### src/rtl/pixel_stream_source.sv
// pixel_stream_source
//   Multi-lane test-pattern frame generator on a valid/ready stream. Emits
//   IMG_W x IMG_H pixels per frame, LANES pixels per beat (lane 0 = lowest x
//   in the LSBs), with sof/eol/eof markers and optional LINE_GAP idle cycles
//   after every eol transfer that is not eof.
//
//   Build option: define PSRC_FILE_EN to back mode 1 with an image memory.
//   Without it, no memory is built and mode 1 is the ramp of mode 0.
//
//   Ports
//     clk        clock, rising edge
//     reset      synchronous, active-high
//     start      pulse; begins a frame when idle
//     free_run   sampled at the eof transfer; 1 = next frame follows at once
//     mode       0 ramp, 1 file, 2 constant, 3 line bars (latched at frame start)
//     const_val  pixel value for mode 2 (latched at frame start)
//     ready      downstream accept
//     valid      beat available
//     data       LANES*PIXEL_W pixels
//     sof/eol/eof first beat of frame / last of line / last of frame
//     busy       frame in progress
//     frame_cnt  completed frames, wrapping

module psrc_lane #(
  parameter int PIXEL_W = 8
) (
  input  logic [1:0]         mode,
  input  logic [PIXEL_W-1:0] ramp_px,
  input  logic [PIXEL_W-1:0] file_px,
  input  logic [PIXEL_W-1:0] const_px,
  input  logic [PIXEL_W-1:0] bar_px,
  output logic [PIXEL_W-1:0] pix
);
  always_comb begin
    case (mode)
      2'd0:    pix = ramp_px;
      2'd1:    pix = file_px;
      2'd2:    pix = const_px;
      default: pix = bar_px;
    endcase
  end
endmodule

module pixel_stream_source #(
  parameter int    PIXEL_W  = 8,
  parameter int    LANES    = 1,
  parameter int    IMG_W    = 32,
  parameter int    IMG_H    = 32,
  parameter int    LINE_GAP = 0,
  parameter string HEX_FILE = "image.hex"
) (
  input  logic                       clk,
  input  logic                       reset,
  input  logic                       start,
  input  logic                       free_run,
  input  logic [1:0]                 mode,
  input  logic [PIXEL_W-1:0]         const_val,
  input  logic                       ready,
  output logic                       valid,
  output logic [LANES*PIXEL_W-1:0]   data,
  output logic                       sof,
  output logic                       eol,
  output logic                       eof,
  output logic                       busy,
  output logic [15:0]                frame_cnt
);
  localparam int NPIX = IMG_W * IMG_H;
  localparam int XW   = (IMG_W > 1) ? $clog2(IMG_W) : 1;
  localparam int YW   = (IMG_H > 1) ? $clog2(IMG_H) : 1;
  localparam int GW   = (LINE_GAP > 0) ? $clog2(LINE_GAP + 1) : 1;

  localparam logic [1:0] S_IDLE = 2'd0;
  localparam logic [1:0] S_RUN  = 2'd1;
  localparam logic [1:0] S_GAP  = 2'd2;

  logic [1:0]         state;
  logic [XW-1:0]      x;        // x of the beat currently presented
  logic [YW-1:0]      y;
  logic [GW-1:0]      gap_cnt;
  logic [1:0]         mode_q;
  logic [PIXEL_W-1:0] cval_q;

  // Next-beat load: position/pattern of the beat to register into the
  // output stage. Outputs only change on a load, which keeps data/markers
  // stable while the sink stalls.
  logic               ld_en;
  logic [XW-1:0]      ld_x;
  logic [YW-1:0]      ld_y;
  logic [1:0]         ld_mode;
  logic [PIXEL_W-1:0] ld_cval;
  logic               ld_sof, ld_eol, ld_eof;
  logic               last_x, last_y, gap_done;
  logic [LANES-1:0][PIXEL_W-1:0] beat_pix;

  assign last_x   = (int'(x) == IMG_W - LANES);
  assign last_y   = (int'(y) == IMG_H - 1);
  assign gap_done = (state == S_GAP) && (int'(gap_cnt) == LINE_GAP - 1);

  always_comb begin
    ld_en   = 1'b0;
    ld_x    = x + XW'(LANES);
    ld_y    = y;
    ld_mode = mode_q;
    ld_cval = cval_q;
    case (state)
      S_IDLE: begin
        if (start) begin
          ld_en   = 1'b1;
          ld_x    = '0;
          ld_y    = '0;
          ld_mode = mode;
          ld_cval = const_val;
        end
      end
      S_RUN: begin
        if (ready) begin
          if (last_x && last_y) begin
            // back-to-back frame: re-latch pattern, no gap
            ld_en   = free_run;
            ld_x    = '0;
            ld_y    = '0;
            ld_mode = mode;
            ld_cval = const_val;
          end else if (last_x) begin
            ld_en = (LINE_GAP == 0);
            ld_x  = '0;
            ld_y  = y + YW'(1);
          end else begin
            ld_en = 1'b1;
          end
        end
      end
      S_GAP: begin
        // x/y were already advanced at the eol transfer
        ld_en = gap_done;
        ld_x  = x;
        ld_y  = y;
      end
      default: ;
    endcase
  end

  assign ld_eol = (int'(ld_x) == IMG_W - LANES);
  assign ld_sof = (ld_x == '0) && (ld_y == '0);
  assign ld_eof = ld_eol && (int'(ld_y) == IMG_H - 1);

`ifdef PSRC_FILE_EN
  localparam int PW = (NPIX > 1) ? $clog2(NPIX) : 1;
  logic [PIXEL_W-1:0] mem [0:NPIX-1];
`endif

  for (genvar k = 0; k < LANES; k++) begin : g_lane
    logic [PIXEL_W-1:0] ramp_px, file_px;
    assign ramp_px = PIXEL_W'(int'(ld_y) * IMG_W + int'(ld_x) + k);
`ifdef PSRC_FILE_EN
    assign file_px = mem[PW'(int'(ld_y) * IMG_W + int'(ld_x) + k)];
`else
    assign file_px = ramp_px;
`endif
    psrc_lane #(.PIXEL_W(PIXEL_W)) u_lane (
      .mode     (ld_mode),
      .ramp_px  (ramp_px),
      .file_px  (file_px),
      .const_px (ld_cval),
      .bar_px   (PIXEL_W'(ld_y)),
      .pix      (beat_pix[k])
    );
  end

  always_ff @(posedge clk) begin
    if (reset) begin
      state     <= S_IDLE;
      x         <= '0;
      y         <= '0;
      gap_cnt   <= '0;
      mode_q    <= '0;
      cval_q    <= '0;
      valid     <= 1'b0;
      data      <= '0;
      sof       <= 1'b0;
      eol       <= 1'b0;
      eof       <= 1'b0;
      busy      <= 1'b0;
      frame_cnt <= '0;
    end else begin
      if (ld_en) begin
        x      <= ld_x;
        y      <= ld_y;
        mode_q <= ld_mode;
        cval_q <= ld_cval;
        data   <= beat_pix;
        sof    <= ld_sof;
        eol    <= ld_eol;
        eof    <= ld_eof;
        valid  <= 1'b1;
      end
      case (state)
        S_IDLE: begin
          if (start) begin
            state <= S_RUN;
            busy  <= 1'b1;
          end
        end
        S_RUN: begin
          if (ready) begin
            if (last_x && last_y) begin
              frame_cnt <= frame_cnt + 16'd1;
              if (!free_run) begin
                state <= S_IDLE;
                busy  <= 1'b0;
                valid <= 1'b0;
                sof   <= 1'b0;
                eol   <= 1'b0;
                eof   <= 1'b0;
              end
            end else if (last_x && LINE_GAP > 0) begin
              state   <= S_GAP;
              gap_cnt <= '0;
              x       <= '0;
              y       <= y + YW'(1);
              valid   <= 1'b0;
              sof     <= 1'b0;
              eol     <= 1'b0;
              eof     <= 1'b0;
            end
          end
        end
        S_GAP: begin
          gap_cnt <= gap_cnt + GW'(1);
          if (gap_done) state <= S_RUN;
        end
        default: state <= S_IDLE;
      endcase
    end
  end
endmodule

### config.mk
export PLATFORM = sky130hd
export DESIGN_NAME = pixel_stream_source
export DESIGN_NICKNAME = d
export VERILOG_FILES = /design/src/rtl/pixel_stream_source.sv
export SDC_FILE = /design/constraint.sdc
export NUM_CORES = 1
export LEC_CHECK = 0
export ABC_CLOCK_PERIOD_IN_PS = 2850
export BUFFER_PORTS_ARGS = -buffer_cell sky130_fd_sc_hd__buf_2
export CORE_AREA = 2 2 90 92
export DETAILED_ROUTE_END_ITERATION = 7
export DIE_AREA = 0 0 92 94
export PLACE_DENSITY = 0.62
export RECOVER_POWER = 100
export SLEW_MARGIN = 20
export SYNTH_ARGS = -nofsm -noshare
export SYNTH_HDL_FRONTEND = slang
export SYNTH_SLANG_ARGS = --single-unit
### constraint.sdc
create_clock -name clk -period 2.85 [get_ports clk]
set_input_delay 0.4275 -clock clk [delete_from_list [all_inputs] [get_ports clk]]
set_output_delay 0.4275 -clock clk [all_outputs]
set_load 0.03 [all_outputs]
======== Word level (Yosys, flattened, before mapping) ========
Cells that the tools add are included.
storage, ports and cells
  register bits ........................... 51
  word-level logic and storage cells ...... 94
  bits of input ports ..................... 15
cells by class
  bitwise gates (word level) .............. 1
  reductions and logical operators ........ 12
  equal/unequal tests ..................... 12
  multiplexer cells ....................... 53
  $add $sub $neg .......................... 4
operator list
  cell                                                 count
  two-way mux 5 bit                                    8
  case mux 8 bit (2 select lines)                      2
  two-way mux 1 bit                                    27
  two-way mux 8 bit                                    3
  equality test 5 x 1 -> 1 bit, second input constant  4
  adder 16 x 1 -> 16 bit, second input constant        1
  case mux 5 bit (3 select lines)                      1
  two-way mux 2 bit                                    7
  adder 5 x 1 -> 5 bit, second input constant          2
  zero test 5 bit                                      2
  case mux 5 bit (2 select lines)                      1
  AND reduction 5 bit                                  2
  adder 8 x 5 -> 8 bit                                 1
  != test 2 bit, second input constant                 4
  case mux 2 bit (3 select lines)                      1
  equality test 2 x 1 -> 1 bit, second input constant  2
  equality test 2 bit, second input constant           2
  zero test 2 bit                                      2
  case mux 1 bit (2 select lines)                      2
  case mux 2 bit (2 select lines)                      1
  logical AND 1 bit                                    3
  AND reduction 3 bit                                  1
  nonzero test 2 bit                                   1
  OR reduction 2 bit                                   1
  NOT 1 bit                                            1

======== Depth between registers and ports, before layout ========
Gate-level depths: netlist of the first run.
  depth in word-level cells ............... 12
  gate-level depth with buffers ........... 10
  gate-level depth less buffers ........... 8

======== Hierarchy ========
From an unflattened synthesis of the first run, not the netlist that was laid out.
second synthesis, totals
  cells, all modules ...................... 304
  area, all modules ....................... 2670.1 um^2
by module, submodules not included
  module               area an instance (um^2)  instances  cells an instance  sequential area each (um^2)
  pixel_stream_source  2473.6                   1          294                980.9
  psrc_lane            196.4                    1          10                 0.0

======== Worst setup path before layout of the first run ========
No wires, ideal clock.
  path type ............................... register to register
  start point ............................. register x[0]
  end point ............................... register data[0]
  stages on the path, launching flop included .. 9
  required time ........................... 2.759 ns
  slack ................................... 0.707 ns
  arrival time ............................ 2.052 ns
  path buffers ............................ 0
  clock period less this slack ............ 2.143 ns
  cell sequence ........................... dfxtp_1 > ha_1 > and3_1 > ha_1 > nand4_4 > nand2_4 > mux2i_4 > or3b_1 > a311oi_1
between the ends
  word-level cells in the longest chain between the ends .. 8
  elaborated cells between the ends (all ways) .. 27
  those cells by class .................... add/sub (2); eq/ne (3); mux (19); reduce/logical (3)
ends and longest elaborated chain
  item                                                          line  RTL
  from (decl)                                                   77    logic [XW-1:0] x;
  from (signal assigned)                                        187   x <= ld_x;
  branches (longest 8 deep; another with adder 8 x 5 -> 8 bit)  n/a
  to (signal assigned)                                          191   data <= beat_pix;
  to (decl)                                                     60    output logic [LANES*PIXEL_W-1:0] data,
Parallel ways; which one is timed is not known.
A chain may end at the register's enable or synchronous reset.

======== Worst setup path in the final report of the first run ========
  start point ............................. register x[0]
  end point ............................... register data[1]
Same word-level chain as after synthesis.

==> impl_metrics.ini, run 1 <==
[die]
dieArea_um2 = 8650
die_x_um = 92
start_util = 0.342
coreArea_um2 = 7610
die_h_um = 94
rows = 32
io_pins = 44

[synthesis]
synth_compound_area_frac = 0.171
synth_mux_area_frac = 0.0207
netlist-cell-type-count = 58
synth_seq_area_share = 0.377
synth_edf_count = 0
async_flop_share = 0
synth-seq-cells = 49
ys.flop_type = dfxtp_1
avgSynthCellArea_um2 = 8.64
synth_warnings = 0
synthCells = 301
synth_top_family_by_area = simple AND/OR/NAND/NOR gates
syn_nets = 322
yosys.area_share.xor_xnor = 0.0573
yosys.area_share.simple = 0.299
synth_fa_ha_area_frac = 0.0289
netlist_area_um2 = 2600

[placement]
port_buffers = 43
gp_congestion = 0.857
hpwl_um = 4710

[final_layout]
register_area_um2 = 981
drive_gt1_frac = 0.125
layout_commonest_cell = dfxtp_1
multi_input_comb_area_um2 = 1470
fillerInstances = 835
final_cell_mix = dfxtp_1, nor2_1, nand2_1, clkbuf_1, nand3_1
antenna_cells = 0
area_growth_pct = 12.4
nets = 363

[sta]
fin_skew_ns = 0.0115
maxSlewHeadroom = 0.585
period_share = 0.938
drv_slew = 0
finalWorstPathRequiredPeriod_ns = 2.67
rsz0062_at_grt = no
finalSetupTns_ns = 0
fmax_ghz = 0.374
finalHoldViolations = 0
setup_viol = 0
tightestPinTransition_ns = 0.606

[critical_path]
regToRegEndpoint = data[1]$_SDFFE_PP0N_
required_ns = 3.03
startpoint = x[0]$_SDFFE_PP0N_
ff2ff_setup_slack_ns = 0.18
startpoint_type = register
path_max_fanout = 12
worstSetupPathType = register to register
arrival_ns = 2.85
worst_r2r_path_depth = 8
critical_path.endpoint_type = register
r2r_start = x[0]$_SDFFE_PP0N_

[detailed_routing]
drt-initial-drc-count = 106
ant_nets = 0
routed_wl_um = 6470
drc = 0
drtPass1Iterations = 4
vias = 2314
viasPerCell = 5.20
detail_route.wl_per_cell_um = 14.5

[run]
drv_cap = 0

[global_routing]
grt_max_degree = 45
first_global_vias = 2230
grt.total_usage = 0.154
overflow = 0
grt_pass1_wl_um = 10700
antenna_found_initial = 0

[clocking]
clkTransAtPathRegs_ns = 0.10
cts.path.max_buffers = 2
cts.htree.levels = 2
post_cts_buffers = 0
numCtsBuffers = 5
worst_skew_pair.late_latency_ns = 0.30
cts_tree = built
numClockSinks = 49
cts_hold_buf = 0
root_buffer = clkbuf_8
cts_resized = 0

[worst_hold_path]
hold_path_end = cval_q[4]$_SDFFE_PP0N_
hp-start = const_val[4]
hp-class = input pin to register
hold_path_depth = 3

[power_and_ir_drop]
powerDensity_nw_per_um2 = 462
power_mw = 1.35
ir_worst_vdd_uv = 242
p_leak_nw = 1.07

[status]
status = complete, no violations
-- routing by layer --
layer | track usage | vias to the layer above | routed length (µm)
met1 | 0.211 | 1062 | 3100
met4 | 0.0622 | 0 | 104
met3 | 0.0273 | 8 | 335
met5 | 0 | - | 0
met2 | 0.240 | 68 | 2930
li1 | - | 1176 | -
-- synthesized netlist by cell type (all sizes together), types with 2 or more instances --
master / count / area (µm²)
a211oi: 5 / 37.5
a21o: 3 / 22.5
a21oi: 18 / 93.8
a22o: 3 / 26.3
a311oi: 11 / 96.3
a31oi: 4 / 25.0
and3: 9 / 56.3
and4: 2 / 18.8
buf: 12 / 82.6
clkbuf: 6 / 22.5
dfxtp: 49 / 981
ha: 6 / 75.1
inv: 4 / 15.0
mux2i: 3 / 42.5
nand2: 36 / 143
nand2b: 3 / 18.8
nand3: 18 / 90.1
nand4: 8 / 80.1
nor2: 43 / 169
nor2b: 3 / 18.8
nor3: 5 / 25.0
nor4: 6 / 82.6
nor4b: 2 / 17.5
o21ai: 2 / 13.8
o31ai: 2 / 15.0
xnor2: 7 / 61.3
xor2: 10 / 87.6
-- where the power goes --
group          switching [mW]  total [mW]  internal [mW]
clock                   0.240       0.413          0.173
combinational           0.135       0.204         0.0685
sequential             0.0243       0.735          0.710
-- cells by family after synthesis --
| logic type | after synthesis |
|---|---|
| XOR/XNOR | 17 |
| AO/OA/AOI/OAI | 61 |
| flip-flops | 49 |
| buffers and inverters | 22 |
| AND/OR/NAND/NOR | 142 |
| adder cells (fa/ha/maj) | 6 |
| multiplexers | 4 |
-- worst max-delay path, cell delays in order, from the launching register on --
cell and delay, ns:
dfxtp_1 0.46, ha_1 0.26, and3_1 0.20, ha_1 0.44, and4_2 0.40, nor2_2 0.11, and3_1 0.17, a311oi_1 0.35
a311oi_1 0.15
-- worst max path at each step --
| stage | to | depth (start not counted) |
|---|---|---|
| finish | data[1]$_SDFFE_PP0N_ | 8 |
| global route | sof$_SDFF_PP0_ | 9 |
| CTS | data[1]$_SDFFE_PP0N_ | 8 |
| detailed placement | data[1]$_SDFFE_PP0N_ | 8 |
| global placement | data[1]$_SDFFE_PP0N_ | 8 |
| floorplan | data[0]$_SDFFE_PP0N_ | 8 |
-- area by class of cell --
| cell class | count | area share |
|---|---|---|
| clock buffer | 6 | 0.0248 |
| clock inverter | 2 | 0.00514 |
| inverter | 4 | 0.00514 |
| multi-input combinational | 230 | 0.504 |
| sequential | 49 | 0.336 |
| tap | 102 | 0.0437 |
| timing repair buffer | 52 | 0.0813 |
-- per-stage QoR --
| stage | hold slack [ns] | util | instances | setup slack, ns | cell area (µm²) |
|---|---|---|---|---|---|
| final | 0.378 | 0.384 | 445 | 0.176 | 2920 |
| after global routing | 0.386 | 0.384 | 445 | 0.00517 | 2920 |
| after CTS | 0.373 | 0.393 | 445 | 0.229 | 2990 |
| after detailed placement | 0.442 | 0.382 | 437 | 0.271 | 2910 |
| after global placement | 0.440 | 0.382 | 437 | 0.305 | 2910 |
| after floorplan | 0.432 | - | 301 | 0.707 | 2600 |
-- state kept, by name, indices dropped and copies added (netlist names) --
signal and count:
cval_q 8, frame_cnt 16, eof 1, busy 1, eol 1, valid 1, mode_q 2, sof 1
data 8, y 5, x 5
Note: power is estimated with default switching activity, not from simulation.
==> run 2, diff against run 1 <==
- ABC_CLOCK_PERIOD_IN_PS: 2850 -> 2200
- BUFFER_PORTS_ARGS: -buffer_cell sky130_fd_sc_hd__buf_2 -> -buffer_cell sky130_fd_sc_hd__buf_4
- PLACE_DENSITY: 0.62 -> 0.64
- clock period: 2.85 -> 2.2 ns (I/O delays scaled with it)
==> run 2 against run 1 <==
Design area is 15% higher. Die area is the same. Critical path type unchanged. Count of clock-buffer cells in the layout increased by 1. Largest cell class unchanged. Setup slack worse by 0.075 ns. Non-clock buffer count rose by 33. Global-route usage rose by 0.74 points. Utilization grew 5.9 points. First-iteration DRC count up 57%. Highest routed layer unchanged. Combinational power rose by 64%.
==> impl_metrics.ini, run 2 (same netlist as run 1, synthesis figures left out) <==
[sta]
maxSlewHeadroom = 0.595
fin_skew_ns = 0.00883
setup_viol = 0
finalWorstPathRequiredPeriod_ns = 2.10
finalSetupTns_ns = 0
drv_slew = 0
finalHoldViolations = 0
tightestPinTransition_ns = 0.606
fmax_ghz = 0.476
rsz0062_at_grt = no
period_share = 0.954

[critical_path]
critical_path.endpoint_type = register
crit_slowest_cell = dfxtp_2
crit_path_frequent_cell = buf_4
cp_slowest_stage_delay_ns = 0.34
path_max_fanout = 5
arrival_ns = 2.32
required_ns = 2.42
cp_cell_sequence = ha_4 > and3_4 > ha_4 > buf_4 > a21o_1 > a21oi_2 > buf_4 > buf_4 > a22o_1 > nand3_1 > o31ai_2
worstSetupPathType = register to register
startpoint_type = register

[die]
die_x_um = 92
io_pins = 44
coreArea_um2 = 7610
die_h_um = 94
dieArea_um2 = 8650
rows = 32
start_util = 0.342

[detailed_routing]
drtPass1Iterations = 4
ant_nets = 0
drt-initial-drc-count = 166
vias = 2500
drc = 0
detail_route.wl_per_cell_um = 14.5
routed_wl_um = 6910
viasPerCell = 5.23

[final_layout]
area_growth_pct = 29.7
finalNonFillerCells = 478
reg_top3 = frame_cnt (16), cval_q (8), data (8)
final_cell_mix = buf_4, dfxtp_1, nor2_1, nand2_1, clkbuf_1
antenna_cells = 0
layout_commonest_cell = buf_4
largest_reg_flops = 16
nets = 396
largest_register = frame_cnt
fillerInstances = 791
drive_gt1_frac = 0.245

[power_and_ir_drop]
power_mw = 1.96
p_clk_frac = 0.344
netSwitchingPower_mw = 0.526
p_leak_nw = 1.29
swShare = 0.269
ir_worst_vdd_uv = 246
p_seq_frac = 0.485
p_int_mw = 1.43
powerDensity_nw_per_um2 = 580
combPwrFrac = 0.171

[global_routing]
first_global_vias = 2331
antenna_found_initial = 0
grt.total_usage = 0.161
overflow = 0
grt_pass1_wl_um = 11300
grt_max_degree = 45

[status]
status = complete, no violations

[clocking]
worst_skew_pair.late_latency_ns = 0.31
root_buffer = clkbuf_8
numCtsBuffers = 5
cts.path.max_buffers = 2
cts.htree.levels = 2
cts_hold_buf = 0
clkTransAtPathRegs_ns = 0.09
cts_tree = built
numClockSinks = 49

[run]
drv_cap = 0

[placement]
dp.cells = 462
hpwl_um = 5090
gp_congestion = 0.866
port_buffers = 43

[worst_hold_path]
hp-class = input pin to register
## run 2: cell count changes in the layout (fill, tap and decap cells not counted), sizes merged
cell | previous run | this run
buf | 20 | 51
clkinvlp | 2 | 0
bufinv | 0 | 1
clkbuf | 38 | 41
## run 2: through the flow
step	setup slack [ns]	util	area, µm²	hold WS (ns)
6_report	0.101	0.443	3370	0.271
5_1_grt	0.00677	0.443	3370	0.281
4_1_cts	-0.00665	0.443	3370	0.271
3_5_place_dp	-0.0625	0.422	3210	0.444
3_3_place_gp	-0.0503	0.422	3210	0.437
2_1_floorplan	0.0570	-	2600	0.432
## run 2: critical path: cells and delay by family (launching register included)
family,cells,cell delay (ns)
AOI/OAI and AO/OA,4,0.69
buffers and inverters,3,0.38
DFF,1,0.34
adders and majority gates,2,0.33
and+or+nand+nor,2,0.27
## run 2: area by class of cell
class                           count  area (µm²)  area share
Timing Repair Buffer               85         538       0.160
Multi-Input combinational cell    230        1590       0.472
Clock buffer                        7        86.3      0.0256
Inverter                            4        15.0     0.00445
Tap cell                          102         128      0.0378
Sequential cell                    49         985       0.292
Clock inverter                      1        30.0     0.00891
## run 2: worst paths after layout
| check | start | cells after the start | to | slack, ns |
|---|---|---|---|---|
| worst min-delay path | start | 3 | busy$_SDFFE_PP0P_ | 0.27 |
| worst max-delay path | x[0]$_SDFFE_PP0N_ | 11 | eof$_SDFF_PP0_ | 0.10 |
| worst min register to register | cval_q[6]$_SDFFE_PP0N_ | 2 | cval_q[6]$_SDFFE_PP0N_ | 0.46 |
| worst max register to register | x[0]$_SDFFE_PP0N_ | 11 | eof$_SDFF_PP0_ | 0.10 |
## run 2: timing repair
action / CTS / global route
resized for setup: 2 / 20
gates cloned: 0 / 0
setup endpoints to repair: 8 / 34
hold endpoints to repair: 0 / 0
pin swaps: 5 / 9
buffers inserted: 5 / 3
## run 2: power by group through the flow
stage	combinational, mW	sequential [mW]	clock [mW]
finish	0.334	0.948	0.672
CTS	0.332	0.947	0.690
floorplan	0.162	0.996	0
global placement	0.320	0.966	0
detailed placement	0.321	0.967	0
global route	0.363	0.954	0.731
## run 2: metal layers
metal	vias to the layer above	GRT usage	routed length [µm]
met2	69	0.270	3240
met4	0	0.0336	55
met3	5	0.0337	347
met1	1181	0.216	3270
li1	1245	-	-
met5	-	0	0
==> run 3, diff against run 2 <==
- CTS_BUF_LIST: default -> sky130_fd_sc_hd__clkbuf_8
==> run 3 against run 2 <==
Via count hardly changed. Cell count stayed put. First-iteration DRC count stayed put. Critical endpoint unchanged. Largest cell class unchanged. Largest power group unchanged. Highest routed layer unchanged.
==> impl_metrics.ini, run 3 (same netlist as run 1, synthesis figures left out) <==
[final_layout]
finalNonFillerCells = 478
nets = 396
area_growth_pct = 29.5
largest_register = frame_cnt
largest_reg_flops = 16
reg_top3 = frame_cnt (16), cval_q (8), data (8)
antenna_cells = 0
final_cell_mix = buf_4, dfxtp_1, nor2_1, nand2_1, clkbuf_1
layout_commonest_cell = buf_4
fillerInstances = 793
drive_gt1_frac = 0.242
fin_area_um2 = 3370
fin_util = 0.442

[die]
dieArea_um2 = 8650
rows = 32
die_x_um = 92
coreArea_um2 = 7610
io_pins = 44
start_util = 0.342
die_h_um = 94

[power_and_ir_drop]
netSwitchingPower_mw = 0.527
p_clk_frac = 0.343
swShare = 0.270
p_int_mw = 1.43
p_leak_nw = 1.30
power_mw = 1.95
p_seq_frac = 0.486
powerDensity_nw_per_um2 = 580
ir_worst_vdd_uv = 246
combPwrFrac = 0.171

[global_routing]
grt_use_met2 = 0.270
grt_max_degree = 45
grt_pass1_wl_um = 11300
overflow = 0
grt.total_usage = 0.161
first_global_vias = 2331
use_met3 = 0.0337
grtUsageMet1 = 0.216
busiest_layer = met2
antenna_found_initial = 0

[clocking]
worst_skew_pair.late_latency_ns = 0.31
clkTransAtPathRegs_ns = 0.09
numCtsBuffers = 5
cts_tree = built
cts.htree.levels = 2
cts.path.max_buffers = 2
numClockSinks = 49
root_buffer = clkbuf_8
cts_hold_buf = 0

[detailed_routing]
drt-initial-drc-count = 166
viasPerCell = 5.23
vias = 2502
detail_route.wl_per_cell_um = 14.5
drtPass1Iterations = 4
ant_nets = 0
routed_wl_um = 6910
drc = 0

[placement]
place_area_um2 = 3210
dp_slack_ns = -0.0625
dp.cells = 462
gp_congestion = 0.866
port_buffers = 43
hpwl_um = 5090

[sta]
finalHoldViolations = 0
tightestPinTransition_ns = 0.606
fmax_ghz = 0.476
rsz0062_at_grt = no
maxSlewHeadroom = 0.595
finalWorstPathRequiredPeriod_ns = 2.10
fin_ws_ns = 0.101
fin_skew_ns = 0.00870
period_share = 0.954
holdWs_ns = 0.271
finalSetupTns_ns = 0
setup_viol = 0
drv_slew = 0

[critical_path]
crit_family = compound AO/OA/AOI/OAI gates
path_max_fanout = 5
required_ns = 2.42
crit_path_frequent_cell = buf_4
path_buf_inv = 3
cp_slowest_stage_delay_ns = 0.34
critical_path.endpoint_type = register
startpoint_type = register
arrival_ns = 2.32
worstSetupPathType = register to register
cp_cell_sequence = ha_4 > and3_4 > ha_4 > buf_4 > a21o_1 > a21oi_2 > buf_4 > buf_4 > a22o_1 > nand3_1 > o31ai_2
crit_slowest_cell = dfxtp_2

[status]
status = complete, no violations

[run]
drv_cap = 0

[worst_hold_path]
hp-class = input pin to register
run 3: final cells by class:
cell class / instances / area, µm² / share of cell area
clock buffers: 6 / 82.6 / 0.0245
clock inverters: 2 / 33.8 / 0.0100
inverters: 4 / 15.0 / 0.00446
multi-input cells: 230 / 1580 / 0.471
flip-flops and latches: 49 / 985 / 0.293
well taps: 102 / 128 / 0.0379
repair buffers: 85 / 538 / 0.160
run 3: path summary, 6_finish.rpt:
| path | startpoint | endpoint | slack, ns | depth (start not counted) |
|---|---|---|---|---|
| min | start | busy$_SDFFE_PP0P_ | 0.27 | 3 |
| max | x[0]$_SDFFE_PP0N_ | eof$_SDFF_PP0_ | 0.10 | 11 |
| max reg2reg | x[0]$_SDFFE_PP0N_ | eof$_SDFF_PP0_ | 0.10 | 11 |
| min reg2reg | cval_q[6]$_SDFFE_PP0N_ | cval_q[6]$_SDFFE_PP0N_ | 0.46 | 2 |
run 3: worst min-delay path, cell delays in order:
cell and delay, ns:
buf_4 0.09, nor2_1 0.04, nor2_1 0.08
run 3: timing repair:
| action | 4_1_cts | 5_1_grt |
|---|---|---|
| endpoints found under the setup margin | 8 | 34 |
| cloned | 0 | 0 |
| resized for setup | 2 | 20 |
| pin swaps | 5 | 9 |
| setup buffers | 5 | 3 |
run 3: power by group through the flow:
| stage | Clock, mW | Combinational, mW | Sequential, mW |
|---|---|---|---|
| floorplan | 0 | 0.162 | 0.996 |
| global placement | 0 | 0.320 | 0.966 |
| detailed placement | 0 | 0.321 | 0.967 |
| CTS | 0.686 | 0.332 | 0.947 |
| global route | 0.727 | 0.363 | 0.954 |
| finish | 0.669 | 0.334 | 0.948 |
run 3: metal layers:
metal / vias to the layer above / share of wire
li1: 1246 / -
met1: 1180 / 0.47
met2: 71 / 0.47
met3: 5 / 0.051
met4: 0 / 0.0080
met5: - / 0
